`config.mk`:
```
export PLATFORM = sky130hd
export DESIGN_NAME = mux2_rr_arbiter
export DESIGN_NICKNAME = d
export VERILOG_FILES = /design/src/rtl/mux2_rr_arbiter_pkg.sv /design/src/rtl/mux2_lane_select.sv /design/src/rtl/mux2_rr_arbiter.sv
export SDC_FILE = /design/constraint.sdc
export NUM_CORES = 1
export LEC_CHECK = 0
export ABC_AREA = 1
export CORE_AREA = 2 2 39 41
export DETAILED_ROUTE_END_ITERATION = 10
export DIE_AREA = 0 0 41 43
export GPL_TIMING_DRIVEN = 0
export PLACE_DENSITY_LB_ADDON = 0.15
export SYNTH_ARGS = -nofsm -noshare
export SYNTH_HDL_FRONTEND = slang
export SYNTH_SLANG_ARGS = --single-unit
```
`constraint.sdc`:
```
create_clock -name clk -period 4.3 [get_ports clk]
set_clock_uncertainty 0.05 [all_clocks]
set_input_delay 1.29 -clock clk [delete_from_list [all_inputs] [get_ports clk]]
set_output_delay 1.29 -clock clk [all_outputs]
set_load 0.02 [all_outputs]
```
`src/rtl/mux2_rr_arbiter_pkg.sv`:
```
// ---------------------------------------------------------------------------
// mux2_rr_arbiter_pkg
//   Shared definitions for the two-lane round-robin mux arbiter: owner-state
//   encodings, lane index constants, the budget counter width and a helper
//   that maps a lane index onto its owner state.
// ---------------------------------------------------------------------------
package mux2_rr_arbiter_pkg;

    typedef enum logic [1:0] {
        ST_IDLE = 2'd0,
        ST_OWN0 = 2'd1,
        ST_OWN1 = 2'd2
    } state_e;

    localparam int LANE0 = 0;
    localparam int LANE1 = 1;

    localparam int HOLD_CNT_W = 4;

    // Owner state for a given lane index.
    function automatic state_e own_state(input logic lane);
        return lane ? ST_OWN1 : ST_OWN0;
    endfunction

endpackage

```
`src/rtl/mux2_lane_select.sv`:
```
// ---------------------------------------------------------------------------
// mux2_lane_select
//   Combinational 2:1 lane mux. Picks one WIDTH-bit lane out of a packed
//   two-lane bus.
//
//   Ports:
//     data_i  in  2*WIDTH  packed lanes, lane i at [i*WIDTH +: WIDTH]
//     sel_i   in  1        lane index (1 selects lane 1)
//     data_o  out WIDTH    selected lane
// ---------------------------------------------------------------------------
module mux2_lane_select
    import mux2_rr_arbiter_pkg::*;
#(
    parameter int unsigned WIDTH = 1
) (
    input  logic [2*WIDTH-1:0] data_i,
    input  logic               sel_i,
    output logic [WIDTH-1:0]   data_o
);

    assign data_o = sel_i ? data_i[LANE1*WIDTH +: WIDTH]
                          : data_i[LANE0*WIDTH +: WIDTH];

endmodule

```
`src/rtl/mux2_rr_arbiter.sv`:
```
// ---------------------------------------------------------------------------
// mux2_rr_arbiter
//   Round-robin arbiter for a shared 2:1 mux channel. Registers which lane
//   owns the mux, steers that lane to `out` under a valid/ready handshake and
//   limits each ownership to MAX_HOLD transfers while the other lane waits.
//
//   Parameters:
//     WIDTH     bits per data lane
//     MAX_HOLD  transfers per grant while the other lane requests (1..15)
//
//   Ports:
//     clk        in  1        rising-edge clock
//     rst_n      in  1        asynchronous active-low reset
//     req        in  2        per-lane request (lane holds valid data)
//     input1     in  2*WIDTH  packed lane data, lane i at [i*WIDTH +: WIDTH]
//     out_ready  in  1        downstream accepts `out` this cycle
//     grant      out 2        one-hot registered owner, 00 when idle
//     select     out 1        registered mux select
//     out        out WIDTH    lane `select` of input1 (combinational)
//     out_valid  out 1        owner is requesting (combinational)
// ---------------------------------------------------------------------------
module mux2_rr_arbiter
    import mux2_rr_arbiter_pkg::*;
#(
    parameter int unsigned WIDTH    = 1,
    parameter int unsigned MAX_HOLD = 4
) (
    input  logic               clk,
    input  logic               rst_n,
    input  logic [1:0]         req,
    input  logic [2*WIDTH-1:0] input1,
    input  logic               out_ready,
    output logic [1:0]         grant,
    output logic               select,
    output logic [WIDTH-1:0]   out,
    output logic               out_valid
);

    localparam logic [HOLD_CNT_W-1:0] HOLD_MAX_C  = HOLD_CNT_W'(MAX_HOLD);
    // A transfer taken at this count is the last one of the budget.
    localparam logic [HOLD_CNT_W-1:0] HOLD_LAST_C = HOLD_CNT_W'(MAX_HOLD - 1);

    state_e                state_q, state_d;
    logic [HOLD_CNT_W-1:0] hold_cnt_q, hold_cnt_d;
    logic                  last_q, last_d;
    logic                  select_q, select_d;

    logic own_lane;
    logic owner_req;
    logic other_req;
    logic xfer;

    assign grant     = {state_q == ST_OWN1, state_q == ST_OWN0};
    assign out_valid = |(grant & req);
    assign xfer      = out_valid & out_ready;
    assign select    = select_q;

    assign own_lane  = (state_q == ST_OWN1);
    assign owner_req = req[own_lane];
    assign other_req = req[~own_lane];

    // NOTE: every signal driven here gets a default first so no path leaves
    // it unassigned; an unassigned path would infer a latch.
    always_comb begin
        state_d = state_q;
        unique case (state_q)
            ST_IDLE: begin
                unique case (req)
                    2'b01:   state_d = ST_OWN0;
                    2'b10:   state_d = ST_OWN1;
                    2'b11:   state_d = own_state(~last_q);
                    default: state_d = ST_IDLE;
                endcase
            end
            ST_OWN0, ST_OWN1: begin
                // Release takes precedence; it lands on the same owner as a
                // forced switch anyway when the other lane is waiting.
                if (!owner_req) begin
                    state_d = other_req ? own_state(~own_lane) : ST_IDLE;
                end else if (xfer && other_req && hold_cnt_q >= HOLD_LAST_C) begin
                    state_d = own_state(~own_lane);
                end
            end
            default: state_d = ST_IDLE;
        endcase
    end

    always_comb begin
        hold_cnt_d = hold_cnt_q;
        last_d     = last_q;
        select_d   = select_q;

        if (state_d != state_q) begin
            hold_cnt_d = '0;
        end else if (xfer && hold_cnt_q < HOLD_MAX_C) begin
            // Saturates so an uncontested owner keeps streaming and a later
            // request from the other lane switches after the next beat.
            hold_cnt_d = hold_cnt_q + 1'b1;
        end

        // Pointer and select track the owner; both hold while idle.
        if (state_d == ST_OWN0) begin
            last_d   = 1'b0;
            select_d = 1'b0;
        end else if (state_d == ST_OWN1) begin
            last_d   = 1'b1;
            select_d = 1'b1;
        end
    end

    // NOTE: state registers use non-blocking assignments so every flop
    // samples the pre-edge values, independent of statement order.
    always_ff @(posedge clk or negedge rst_n) begin
        if (!rst_n) begin
            state_q    <= ST_IDLE;
            hold_cnt_q <= '0;
            last_q     <= 1'b1;
            select_q   <= 1'b0;
        end else begin
            state_q    <= state_d;
            hold_cnt_q <= hold_cnt_d;
            last_q     <= last_d;
            select_q   <= select_d;
        end
    end

    mux2_lane_select #(
        .WIDTH (WIDTH)
    ) u_lane_select (
        .data_i (input1),
        .sel_i  (select_q),
        .data_o (out)
    );

endmodule

```
After elaboration in Yosys (flattened, before gate mapping)
Cells that the tools add are included.
Word-level totals
  flip-flop bits (word level): 8
  input port bits: 7
  output and inout port bits: 5
  word-level logic and storage cells: 44
Cells by class
  add/sub/neg operators: 1
  magnitude comparators: 4
  equal/unequal tests: 8
  mux-type cells: 16
  bitwise operators: 3
  reduce and logical (&&, ||, !) cells: 8
Operators with widths (count)
  two-way mux 2 bit: 5
  equality test 2 bit, second input constant: 4
  two-way mux 4 bit: 2
  two-way mux 1 bit: 7
  equality test 2 x 1 -> 1 bit, second input constant: 3
  case mux 2 bit (3 select lines): 1
  adder 4 x 1 -> 4 bit, second input constant: 1
  >= comparator 4 x 2 -> 1 bit, second input constant: 1
  less-than comparator 1 x 2 -> 1 bit, second input constant: 2
  less-than comparator 4 x 3 -> 1 bit, second input constant: 1
  case mux 2 bit (2 select lines): 1
  nonzero test 2 bit: 2
  OR reduction 2 bit: 2
  logical AND 1 bit: 3
  bitwise AND 2 bit: 1
  zero test 2 bit: 1
  inequality test 2 bit: 1
  bitwise AND 1 bit: 1
  NOT 1 bit: 1

Depth between registers and ports, before layout
  word-level depth: 12
  mapped depth: 18
  gate-level depth less buffers: 18

Cells and area by module
From an unflattened synthesis, not the netlist that was laid out.
Second synthesis, totals
  cell total of the unflattened synthesis: 81
  area, all modules: 590.6 sq um
By module, submodules not included
  mux2_rr_arbiter: instances 1, cells each 77, area each 575.6 sq um
  mux2_lane_select: instances 1, cells each 4, area each 15.0 sq um

Worst setup path before layout
No wires, ideal clock.
  path kind: in2out
  start: input port req[1]
  end: output port out_valid
  arrival time: 1.494 ns
  data required time: 2.960 ns
  path slack: 1.466 ns
  cell stages on the path: 2
  buffers on the path: 0
  path through: nand2_1 > nand2_2
Between the ends
  longest elaborated chain between the ends: 2
Ends and longest elaborated chain
  from (decl): line mux2_rr_arbiter.sv:30  | input logic [1:0] req,
  bitwise AND 2 bit: line mux2_rr_arbiter.sv:54  | assign out_valid = |(grant & req);
  OR reduction 2 bit: line mux2_rr_arbiter.sv:54
  to (decl): line mux2_rr_arbiter.sv:36  | output logic out_valid
Every way passes these cells.

Worst setup path in the final report
Same ends and word-level chain as after synthesis.

==> run_results.csv <==
group,metric,value,unit
yosys,synth_area,589.3,µm²
cells_and_area,antenna_cells,0,
sta,finalMaxSlewViolations,0,
grt,grt.overflow.total,0,
sta,maxSlewHeadroom,0.7687,
yosys,synth_edf_count,0,
routing,wl_per_cell,9.027,µm
floorplan,io_pins,12,
yosys,syn-num-nets,93,
floorplan,die_y,43,µm
sta,setup_viol,0,
power_and_ir_drop,seqPwrFrac,0.256,
status,status,"finished, final reports clean",
worst_setup_path,end_kind,"output port",
floorplan,core_region_area,1384,µm²
yosys,synth_most_common_cell,"nand2_1",
sta,fin_setup_tns,0,ns
routing,drt_iter0_markers,1,
place,place_hpwl,837.2,µm
floorplan,start_util,0.4259,
power_and_ir_drop,design_power_total,0.0004539,W
grt,grt_max_degree,9,
sta,tightest_slew,0.3459,ns
power_and_ir_drop,p_switching,0.0002003,W
job,max-cap-violations,0,
yosys,yosysTopAreaCellShare,0.2972,
grt,grt_pass1_vias,452,
yosys,synth-seq-area-share,0.3418,
clock_tree,cts_resized,0,
power_and_ir_drop,switching_share,0.4412,
sta,rsz0062_at_grt,"false",
yosys,synth_area_leader_cell,"dfrtp_1",
power_and_ir_drop,power.leakage,0.3967,nW
sta,fin_crit_sh,0.9329,
worst_setup_path,critPathKind,"primary input to output port",
yosys,ys_seq_elements,8,
place,place.gp.congestion,0.6883,
cells_and_area,nets,109,
floorplan,die_w,41,µm
power_and_ir_drop,pwr-share-comb,0.613,
yosys,netlist_top_cells_area,"dfrtp_1 (30%), nand2_1 (14%), ha_1 (13%)",
min_path,hp-class,"flop to flop",
floorplan,dieArea,1763,µm²
routing,totalWireLength,1.002,mm
cells_and_area,syn2layout_area_growth,26.54,%
worst_setup_path,cp.arrival,2.67,ns
worst_setup_path,cp-start-kind,"primary input",
clock_tree,cts_tree,"built",
sta,fmax,0.2493,GHz
yosys,syn_area_per_cell,7.366,µm²
clock_tree,clkSlewWorstSetupHoldPaths,0.05,ns
yosys,yosys.cell_types.count,16,
sta,finalCriticalPeriod,4.011,ns
power_and_ir_drop,internal-power,0.0002536,W
routing,antenna_left,0,
power_and_ir_drop,clkPwrFrac,0.131,
yosys,synth_cells,80,
routing,viasPerCell,4.730,
yosys,ys_warn_count,0,
yosys,yosys-top-cells-count,"nand2_1 (22), inv_1 (13), dfrtp_1 (7), nand3_1 (7)",
cells_and_area,drive_above_1_share,0.1368,
floorplan,rows,14,
grt,track_usage,0.1449,
yosys,async_flop_share,1.000,
grt,grt_first_pass_wirelength,1.697,mm
routing,drt_pass1_iterations,4,
clock_tree,cts.sink_count,8,
worst_setup_path,cp_data_required_time,2.96,ns
clock_tree,postCtsSetupRepairBufs,0,
grt,antenna_found_initial,0,
clock_tree,clk_latency,0.25,ns
clock_tree,htree_levels,1,
clock_tree,cts-root-buf,"clkbuf_4",
cells_and_area,fillCellCount,144,
clock_tree,hold_buffers,0,
cells_and_area,final_util,0.5389,
clock_tree,clk_path_buf_depth,2,
power_and_ir_drop,p_per_area,608.7,nW/µm²
clock_tree,cts_buffers,3,
yosys,ys.flop_type,"dfrtp_1",
place,numPortBuffers,11,
sta,finalHoldViolCount,0,
routing,drc,0,
worst_setup_path,critPathMaxFanout,5,
routing,num_vias,525,
power_and_ir_drop,ir_drop,0.3514,mV
-- cell type report --
type                       count  area (µm²)  area share
inverter                      13       48.80     0.06544
multi-input combinational     58       331.6      0.4446
timing repair buffer          11       110.1      0.1477
clock buffer                   4       26.28     0.03523
sequential                     8       201.4      0.2701
buffer                         1       7.507     0.01007
tap                           16       20.02     0.02685
-- flip-flops by register name (all words and copies together) (netlist names) --
register,count
hold_cnt_q,4
state_q,2
last_q,1
select,1
-- critical path, stage by stage --
cell             delay, ns
clkdlybuf4s50_1       0.55
nand2_1               0.12
nand2_2               0.10
clkdlybuf4s50_1       0.60
-- through the flow --
stage	setup WS, ns	hold slack [ns]	cells	instance area (µm²)
2_1_floorplan	1.466	0.4229	80	589.3
5_1_grt	0.2546	0.4682	111	745.7
3_5_place_dp	0.2936	0.4439	107	719.4
4_1_cts	0.2911	0.4514	111	745.7
3_3_place_gp	0.3013	0.4383	107	719.4
6_report	0.2886	0.4503	111	745.7
-- final timing paths --
kind	from	end	depth (start not counted)	slack, ns
min in group asynchronous	rst_n	hold_cnt_q[1]	1	1.26
max in group asynchronous	rst_n	last_q	1	2.64
hold reg to reg	hold_cnt_q[3]	hold_cnt_q[3]	2	0.45
hold / removal	hold_cnt_q[3]	hold_cnt_q[3]	2	0.45
setup / recovery	req[1]	out_valid	4	0.29
setup reg to reg	state_q[0]	select	17	1.79
-- layout by cell type, fill, tap and decap left out --
master	n
buf_4	1
clkbuf_1	1
clkbuf_4	3
clkdlybuf4s50_1	11
dfrtp_1	7
dfstp_2	1
ha_1	6
inv_1	13
mux2i_1	1
nand2_1	22
nand2_2	6
nand2_4	1
nand3_1	7
nor2_1	6
o211ai_1	1
o21ai_0	4
o21bai_1	2
or2_2	1
xor2_1	1
-- cell families (layout without fill, tap and decap cells) --
group                    after synthesis  in the layout  share of synthesized area
AO/OA/AOI/OAI                          7              7                    0.07219
AND/OR/NAND/NOR                       43             43                     0.3312
multiplexers                           1              1                    0.01699
adder cells (fa/ha/maj)                6              6                     0.1274
flip-flops                             8              8                     0.3418
buffers and inverters                 14             29                    0.09555
XOR/XNOR                               1              1                    0.01486
-- power by group through the flow --
stage | logic [W] | clock network (W) | registers, W
5_1_grt | 0.000320 | 0.0000645 | 0.000120
3_5_place_dp | 0.000280 | 0 | 0.000118
2_1_floorplan | 0.000197 | 0 | 0.000121
4_1_cts | 0.000283 | 0.0000631 | 0.000117
3_3_place_gp | 0.000277 | 0 | 0.000117
6_report | 0.000278 | 0.0000592 | 0.000116
-- per-layer routing --
layer | global-route usage | share of wire
met3 | 0.01571 | 0.043
met1 | 0.1695 | 0.43
met5 | 0 | 0
met4 | 0.1200 | 0.029
met2 | 0.2219 | 0.50
No activity file was read; power rests on OpenSTA's default activity.
